## config.mk

```make
export PLATFORM = sky130hd
export DESIGN_NAME = conv_block_scheduler
export DESIGN_NICKNAME = d
export VERILOG_FILES = /design/src/rtl/conv_block_scheduler_pkg.sv /design/src/rtl/conv_block_scheduler_edge_detect_rise.sv /design/src/rtl/conv_block_scheduler.sv
export SDC_FILE = /design/constraint.sdc
export NUM_CORES = 1
export LEC_CHECK = 0
export CAP_MARGIN = 20
export CORE_ASPECT_RATIO = 0.7
export CORE_MARGIN = 2
export CORE_UTILIZATION = 45
export CTS_CLUSTER_SIZE = 12
export DETAILED_ROUTE_END_ITERATION = 16
export GPL_TIMING_DRIVEN = 1
export PLACE_DENSITY = 0.74
export SLEW_MARGIN = 20
export SYNTH_ARGS = -nofsm -noshare
export SYNTH_HDL_FRONTEND = slang
export SYNTH_SLANG_ARGS = --single-unit
```

## constraint.sdc

```tcl
create_clock -name i_CLK -period 7.15 [get_ports i_CLK]
set_clock_uncertainty 0.1 [all_clocks]
set_input_delay 2.145 -clock i_CLK [delete_from_list [all_inputs] [get_ports i_CLK]]
set_output_delay 2.145 -clock i_CLK [all_outputs]
set_load 0.01 [all_outputs]
```

## src/rtl/conv_block_scheduler_pkg.sv

```systemverilog
// Shared constants and helpers for the convolution block scheduler.
package conv_block_scheduler_pkg;

  localparam int unsigned N_CONV_DEFAULT = 16;
  localparam int unsigned KERNEL_OVERLAP = 2;
  localparam int unsigned MIN_IMG_DIM    = 3;

  // Scheduler state encodings
  localparam int unsigned ST_IDLE  = 0;
  localparam int unsigned ST_LOAD  = 1;
  localparam int unsigned ST_PROC  = 2;
  localparam int unsigned ST_DRAIN = 3;
  localparam int unsigned ST_NEXT  = 4;

  // Ceiling log2, usable in constant expressions
  function automatic int unsigned clog2(input int unsigned value);
    int unsigned res;
    res = 0;
    for (int unsigned i = 0; i < 32; i++) begin
      if ((64'd1 << i) < 64'(value)) res = i + 1;
    end
    return res;
  endfunction

endpackage

```

## src/rtl/conv_block_scheduler_edge_detect_rise.sv

```systemverilog
// Registered rising-edge detector with asynchronous active-low reset.
module edge_detect_rise (
  input  logic i_clk,
  input  logic i_rst_n,
  input  logic i_d,
  output logic o_rise
);

  logic prev_q;
  logic prev_d;

  // Next value of the history register is simply the current input
  always_comb prev_d = i_d;

  // History register
  always_ff @(posedge i_clk or negedge i_rst_n) begin
    if (!i_rst_n) prev_q <= 1'b0;
    else          prev_q <= prev_d;
  end

  // Pulse while the input is high and was low on the previous edge
  always_comb o_rise = i_d & ~prev_q;

endmodule

```

## src/rtl/conv_block_scheduler.sv

```systemverilog
// Block sequencer for the column-address FSM of the 2D-convolution array.
// Walks the image in blocks of N_CONV columns with a two-column overlap.
module conv_block_scheduler
  import conv_block_scheduler_pkg::*;
#(
  parameter int unsigned NB_IMAGE  = 10,
  parameter int unsigned N_CONV    = N_CONV_DEFAULT,
  parameter int unsigned NB_STATES = 3
) (
  input  logic                    i_CLK,
  input  logic                    i_reset,
  input  logic                    i_start,
  input  logic                    i_abort,
  input  logic [NB_IMAGE-1:0]     i_imgWidth,
  input  logic [NB_IMAGE-1:0]     i_imgLength,
  input  logic                    i_changeBlock,
  input  logic                    i_EoP,
  output logic                    o_load,
  output logic                    o_SoP,
  output logic                    o_fsm_clr,
  output logic [NB_IMAGE-1:0]     o_imgLength,
  output logic [NB_IMAGE-1:0]     o_colBase,
  output logic [clog2(N_CONV):0]  o_colsInBlock,
  output logic                    o_busy,
  output logic                    o_done,
  output logic                    o_error
);

  localparam int unsigned         CW        = clog2(N_CONV) + 1;
  localparam logic [NB_IMAGE-1:0] STRIDE    = NB_IMAGE'(N_CONV - KERNEL_OVERLAP);
  localparam logic [NB_IMAGE:0]   SPAN      = (NB_IMAGE + 1)'(N_CONV);
  localparam logic [NB_IMAGE-1:0] MIN_DIM   = NB_IMAGE'(MIN_IMG_DIM);
  localparam logic [NB_IMAGE-1:0] N_CONV_IM = NB_IMAGE'(N_CONV);
  localparam logic [CW-1:0]       N_CONV_CW = CW'(N_CONV);

  typedef enum logic [NB_STATES-1:0] {
    IDLE  = NB_STATES'(ST_IDLE),
    LOAD  = NB_STATES'(ST_LOAD),
    PROC  = NB_STATES'(ST_PROC),
    DRAIN = NB_STATES'(ST_DRAIN),
    NEXT  = NB_STATES'(ST_NEXT)
  } state_t;

  state_t              state_q, state_d;
  logic                load_q, load_d;
  logic                sop_q, sop_d;
  logic                clr_q, clr_d;
  logic                busy_q, busy_d;
  logic                done_q, done_d;
  logic                err_q, err_d;
  logic                drain_wait_q, drain_wait_d;
  logic [NB_IMAGE-1:0] width_q, width_d;
  logic [NB_IMAGE-1:0] len_q, len_d;
  logic [NB_IMAGE-1:0] base_q, base_d;
  logic [CW-1:0]       cols_q, cols_d;
  logic [CW-1:0]       cnt_q, cnt_d;

  logic                cb_rise;
  logic                abort_rise;
  logic [NB_IMAGE:0]   end_col;
  logic [NB_IMAGE-1:0] next_base;

  // Columns in a block: a full block, or whatever remains of the image
  function automatic logic [CW-1:0] cols_for(input logic [NB_IMAGE-1:0] remaining);
    if (remaining >= N_CONV_IM) return N_CONV_CW;
    else                        return remaining[CW-1:0];
  endfunction

  edge_detect_rise u_cb_edge (
    .i_clk   (i_CLK),
    .i_rst_n (i_reset),
    .i_d     (i_changeBlock),
    .o_rise  (cb_rise)
  );

  // The FSM clear is issued once per abort assertion even if abort is held
  edge_detect_rise u_abort_edge (
    .i_clk   (i_CLK),
    .i_rst_n (i_reset),
    .i_d     (i_abort),
    .o_rise  (abort_rise)
  );

  // Block end column at one extra bit so the last-block test cannot wrap
  always_comb begin
    end_col   = {1'b0, base_q} + SPAN;
    next_base = base_q + STRIDE;
  end

  // Next-state and registered-output computation
  always_comb begin
    state_d      = state_q;
    load_d       = 1'b0;
    sop_d        = 1'b0;
    done_d       = 1'b0;
    clr_d        = abort_rise;
    err_d        = err_q;
    drain_wait_d = 1'b0;
    width_d      = width_q;
    len_d        = len_q;
    base_d       = base_q;
    cols_d       = cols_q;
    cnt_d        = cnt_q;

    if (i_abort) begin
      state_d = IDLE;
      cnt_d   = '0;
      base_d  = '0;
      cols_d  = '0;
    end else begin
      unique case (state_q)
        IDLE: begin
          if (i_start) begin
            if ((i_imgWidth >= MIN_DIM) && (i_imgLength >= MIN_DIM)) begin
              width_d = i_imgWidth;
              len_d   = i_imgLength;
              base_d  = '0;
              cols_d  = cols_for(i_imgWidth);
              cnt_d   = '0;
              err_d   = 1'b0;
              load_d  = 1'b1;
              state_d = LOAD;
            end else begin
              err_d = 1'b1;
            end
          end
        end
        LOAD: begin
          load_d = 1'b1;
          if (cb_rise) begin
            if (cnt_q + CW'(1) == cols_q) begin
              cnt_d   = '0;
              load_d  = 1'b0;
              sop_d   = 1'b1;
              state_d = PROC;
            end else begin
              cnt_d = cnt_q + CW'(1);
            end
          end
        end
        PROC: begin
          if (cb_rise) begin
            drain_wait_d = 1'b1;
            state_d      = DRAIN;
          end else begin
            sop_d = 1'b1;
          end
        end
        // First DRAIN cycle ignores EoP so the FSM has time to raise it
        DRAIN: begin
          if (!drain_wait_q && !i_EoP) state_d = NEXT;
        end
        NEXT: begin
          if (end_col < {1'b0, width_q}) begin
            base_d  = next_base;
            cols_d  = cols_for(width_q - next_base);
            load_d  = 1'b1;
            state_d = LOAD;
          end else begin
            done_d  = 1'b1;
            state_d = IDLE;
          end
        end
        default: state_d = IDLE;
      endcase
    end

    busy_d = (state_d != IDLE);
  end

  // State and output registers
  always_ff @(posedge i_CLK or negedge i_reset) begin
    if (!i_reset) begin
      state_q      <= IDLE;
      load_q       <= 1'b0;
      sop_q        <= 1'b0;
      clr_q        <= 1'b0;
      busy_q       <= 1'b0;
      done_q       <= 1'b0;
      err_q        <= 1'b0;
      drain_wait_q <= 1'b0;
      width_q      <= '0;
      len_q        <= '0;
      base_q       <= '0;
      cols_q       <= '0;
      cnt_q        <= '0;
    end else begin
      state_q      <= state_d;
      load_q       <= load_d;
      sop_q        <= sop_d;
      clr_q        <= clr_d;
      busy_q       <= busy_d;
      done_q       <= done_d;
      err_q        <= err_d;
      drain_wait_q <= drain_wait_d;
      width_q      <= width_d;
      len_q        <= len_d;
      base_q       <= base_d;
      cols_q       <= cols_d;
      cnt_q        <= cnt_d;
    end
  end

  assign o_load        = load_q;
  assign o_SoP         = sop_q;
  assign o_fsm_clr     = clr_q;
  assign o_busy        = busy_q;
  assign o_done        = done_q;
  assign o_error       = err_q;
  assign o_imgLength   = len_q;
  assign o_colBase     = base_q;
  assign o_colsInBlock = cols_q;

endmodule

```

### Yosys cells after proc, flatten, opt, wreduce, memory -nomap -nowiden

Cells that the tools add are included.

| word-level totals | value |
|---|---|
| register bits | 52 |
| output and inout port bits | 31 |
| logic and storage cells | 96 |

| cells by class | value |
|---|---|
| add/sub/neg operators | 4 |
| magnitude comparators | 5 |
| equal/unequal tests | 9 |
| muxes and demuxes | 46 |
| bitwise gates (word level) | 5 |
| reductions and logical operators | 12 |

Operators with widths:

| kind | count |
|---|---|
| 5-bit two-way mux | 11 |
| 10-bit two-way mux | 4 |
| 3-bit two-way mux | 7 |
| 10-bit by 2-bit >= comparator with 1-bit output, second input constant | 2 |
| 10-bit by 5-bit >= comparator with 1-bit output, second input constant | 2 |
| 10-bit one-hot mux with 2 select lines | 1 |
| 5-bit one-hot mux with 2 select lines | 2 |
| 1-bit two-way mux | 18 |
| 3-bit one-hot mux with 5 select lines | 1 |
| 3-bit != test, second input constant | 4 |
| 4-bit AND reduction | 3 |
| 10-bit by 5-bit adder with 11-bit output, second input constant | 1 |
| 11-bit by 10-bit < comparator with 1-bit output | 1 |
| 10-bit by 4-bit adder with 10-bit output, second input constant | 1 |
| 10-bit subtractor | 1 |
| 3-bit nonzero test | 3 |
| 3-bit by 2-bit == test with 1-bit output, second input constant | 2 |
| 5-bit by 1-bit adder with 5-bit output, second input constant | 1 |
| 5-bit == test | 1 |
| 3-bit by 1-bit == test with 1-bit output, second input constant | 1 |
| 3-bit == test, second input constant | 1 |
| 3-bit logical NOT | 1 |
| 1-bit NOT | 3 |
| 1-bit one-hot mux with 3 select lines | 1 |
| other kinds (5) | 8 |

### Longest topological paths before layout

| depth | value |
|---|---|
| depth after elaboration | 7 |
| depth in mapped cells | 13 |
| gate-level depth less buffers | 12 |

### Cells and area by module

Synthesis repeated with hierarchy kept, for this count alone.

| unflattened totals | value |
|---|---|
| cell total of the unflattened synthesis | 345 |
| area, all modules | 3,296.9 um^2 |

By module, submodules not included:

| module | times used | cells each | area each (um^2) | seq. area each (um^2) |
|---|---|---|---|---|
| conv_block_scheduler | 1 | 341 | 3,219.3 | 1,226.2 |
| edge_detect_rise | 2 | 2 | 38.8 | 25.0 |

### Worst setup path before layout

Ideal clock, no wire load.

| timing | value |
|---|---|
| kind | input to register |
| start | input i_imgWidth[6] |
| end | register len_q[0], in the netlist o_imgLength[0] |
| setup time | 0.125 ns |
| arrival time | 3.995 ns |
| data required time | 6.925 ns |
| setup slack | 2.931 ns |
| cell stages on the path | 7 |
| cells stage by stage | or4_4 > or4_4 > and2_4 > buf_6 > nand3_1 > buf_4 > mux2_2 |

| on the way | value |
|---|---|
| longest elaborated chain between the ends | 3 |

RTL lines:

| element | line | RTL |
|---|---|---|
| start: declaration | conv_block_scheduler.sv:14 | `input logic [NB_IMAGE-1:0] i_imgWidth,` |
| 10-bit by 2-bit >= comparator with 1-bit output | conv_block_scheduler.sv:114 | `if ((i_imgWidth >= MIN_DIM) && (i_imgLength >= MIN_DIM)) begin` |
| 1-bit logical AND | conv_block_scheduler.sv:114 |  |
| 4-bit AND reduction (no source line) | -- |  |
| end signal: assignment | conv_block_scheduler.sv:197 | `len_q <= len_d;` |
| end: declaration | conv_block_scheduler.sv:53 | `logic [NB_IMAGE-1:0] len_q, len_d;` |

No other way between the ends.
A chain may end at the register's enable or synchronous reset.

### Worst setup path after layout

| timing | value |
|---|---|
| start | input i_imgWidth[6] |
| end | register len_q[3], in the netlist o_imgLength[3] |

The elaborated chain is that of the path after synthesis.

==> out/qor.yml <==
critical_path:
  r2r_cells: 11
  crit_family: "simple AND/OR/NAND/NOR gates"
  reg2reg_from: "o_colBase[1]$_DFFE_PN0P_"
  slowest_delay_ns: 0.71
  rr_endpoint: "o_colsInBlock[1]$_DFFE_PN0P_"
  path_max_fanout: 20
  path_cells: "clkdlybuf4s50_1 > or4_4 > or4_4 > and2_4 > nand3_1 > mux2_2"
  cp_num_buf_inv: 1
  crit_required_ns: 7.26
  start_kind: "primary input"
  cp_slowest_cell: "nand3_1"
  arrival_ns: 4.94
  cp_common_cell: "or4_4"
  crit_path_end_kind: "flip-flop"
  rrSetupSlack_ns: 3.55
  crit_type: "primary input to flip-flop"
grt:
  grt_usage_pct: 20.80
  grt_first_pass_wirelength_um: 12920
  antenna_found_initial: 0
  first_global_vias: 2593
  grt_overflow: 0
  grt_start_max_net_pins: 52
place:
  hpwl_um: 6095
  place_congestion: 0.8833
  post_dp_cell_area_um2: 3890
  io_buffers: 55
drt:
  drcViolationCount: 0
  routed_via_density: 5.698
  drtPass1Iterations: 6
  num_vias: 2775
  drt-initial-drc-count: 253
  wirelength_um: 7911
  wire_per_inst_um: 16.24
  ant_nets: 0
sta:
  drv_slew: 0
  min_period_over_period_pct: 67.51
  fmax_ghz: 0.2072
  setup_viol: 0
  max_slew_margin_pct: 36.91
  setup-tns-final_ns: 0
  rsz0062_at_grt: "false"
  post-route-min-period_ns: 4.827
  tightest_slew_ns: 0.9437
  hold_viol_final: 0
clocking:
  clockBufferDepth: 2
  cts_hold_buf: 0
  cts_root_buf: "clkbuf_8"
  clock_sinks: 51
  postCtsSetupBuffers: 0
  cts_resized: 0
  tritoncts: "done"
  cts.clk_slew.worst_paths_ns: 0.11
  insertion_delay_ns: 0.32
  cts_buffers: 5
  htreeDepth: 2
power_and_ir_drop:
  p_leak_nw: 1.696
  power_density_nw_per_um2: 187.9
  peakVddDrop_mv: 0.1074
cells_and_area:
  final_common_cell: "clkdlybuf4s50_1"
  area_growth_pct: 21.00
  fillers: 649
  nNetsFinal: 435
  antenna_cells: 0
  final_area_um2: 3986
  layout_common_cells: "clkdlybuf4s50_1 (54), dfrtp_1 (51), nand2_1 (22)"
  layout-drive-gt1-share_pct: 11.05
yosys:
  yosysUniqueCellTypes: 59
  synth_cells: 338
  ys_warn_count: 0
  seq_area_frac_synth_pct: 38.74
  synth_seq_cells: 51
  synth_edf_count: 0
  syn_area_um2: 3294
  async_reset_ff_share_pct: 100.0
  syn_area_per_cell_um2: 9.747
  synthFlopType: "dfrtp_1"
floorplan:
  die_h_um: 75.59
  core_um2: 7189
  ios: 57
  dieArea_um2: 8032
  chipWidth_um: 106.3
  rows: 26
  start_util_pct: 45.82
min_path:
  worstHoldStart: "u_abort_edge.prev_q$_DFF_PN0_"
  min_path_type: "flip-flop to flip-flop"
  whs_endpoint: "o_fsm_clr$_DFF_PN0_"
  whs_path_depth: 1
flow_run:
  drv_cap: 0
run_status:
  status: "completed"
flip-flops by register name (all words and copies together), names as in the netlist:
register             cells
o_busy                   1
cnt_q                    5
state_q                  3
u_abort_edge.prev_q      1
o_load                   1
drain_wait_q             1
o_imgLength             10
o_colsInBlock            5
width_q                 10
o_done                   1
u_cb_edge.prev_q         1
o_colBase                9
o_fsm_clr                1
o_SoP                    1
o_error                  1
metrics by stage:
| stage | total power, mW | worst slack [ns] | utilization (%) | hold WS [ns] | instances |
|---|---|---|---|---|---|
| final | 0.7492 | 2.323 | 55.45 | 0.2972 | 487 |
| after CTS | 0.7525 | 2.312 | 55.45 | 0.3004 | 487 |
| after global routing | 0.7961 | 2.188 | 55.45 | 0.3158 | 487 |
| after detailed placement | 0.5706 | 1.971 | 54.11 | 0.2852 | 479 |
| after floorplan | 0.4809 | 2.931 | - | 0.2777 | 339 |
| after global placement | 0.5652 | 2.024 | 54.11 | 0.2857 | 479 |
where the power goes:
group	internal [mW]	switching, mW
clock network	0.0721	0.109
logic	0.112	0.113
registers	0.317	0.0261
routing by layer:
metal,vias up,global-route usage (%),wire [µm]
met4,0,4.386,40
met2,101,31.48,3291
li1,1334,-,-
met1,1336,30.82,4024
met3,4,4.619,556
met5,-,0,0
cell usage after synthesis (4+ instances only):
cell type,number,area (µm²)
a21oi_1,18,90.09
nor2b_1,8,50.05
nand3_1,13,65.06
nor4_1,4,25.02
nor2_1,17,63.81
xnor2_1,14,122.6
xor2_1,7,61.31
a21o_1,7,52.55
o21ai_0,15,75.07
nand2b_1,4,25.02
buf_2,4,20.02
clkbuf_1,4,15.01
a221oi_1,4,35.03
dfrtp_1,51,1276
a211oi_1,5,37.54
buf_4,5,37.54
nand4_1,6,37.54
ha_1,20,250.2
mux2_2,20,225.2
o31ai_1,9,67.56
nand2_1,22,82.58
inv_1,21,78.83
nor3_1,6,30.03
worst max-delay path by stage:
stage                  startpoint                          to  slack, ns  cells after the start
finish              i_imgWidth[6]  o_imgLength[3]$_DFFE_PN0P_       2.32                      6
global route        i_imgWidth[6]      width_q[9]$_DFFE_PN0P_       2.19                      6
CTS                 i_imgWidth[6]  o_imgLength[3]$_DFFE_PN0P_       2.31                      6
detailed placement  i_imgWidth[6]  o_imgLength[3]$_DFFE_PN0P_       1.97                      6
global placement    i_imgWidth[6]      width_q[7]$_DFFE_PN0P_       2.02                      6
floorplan           i_imgWidth[6]  o_imgLength[0]$_DFFE_PN0P_       2.93                      7
cells by family after synthesis:
| group | synth area share [%] |
|---|---|
| AND/OR/NAND/NOR | 16.52 |
| adder cells (fa/ha/maj) | 8.204 |
| XOR/XNOR | 5.583 |
| multiplexers | 7.140 |
| AO/OA/AOI/OAI | 18.76 |
| buffers and inverters | 4.937 |
| other | 0.1138 |
| flip-flops | 38.74 |
area by class of cell:
| cell class | count | area [µm²] | area share, % |
|---|---|---|---|
| Sequential cell | 51 | 1276 | 32.01 |
| Clock buffer | 5 | 68.82 | 1.726 |
| Tap cell | 98 | 122.6 | 3.076 |
| Multi-Input combinational cell | 253 | 1859 | 46.64 |
| Inverter | 21 | 78.83 | 1.977 |
| Timing Repair Buffer | 56 | 553.0 | 13.87 |
| Clock inverter | 3 | 27.53 | 0.6905 |
Power figures use the tool's default switching activity.
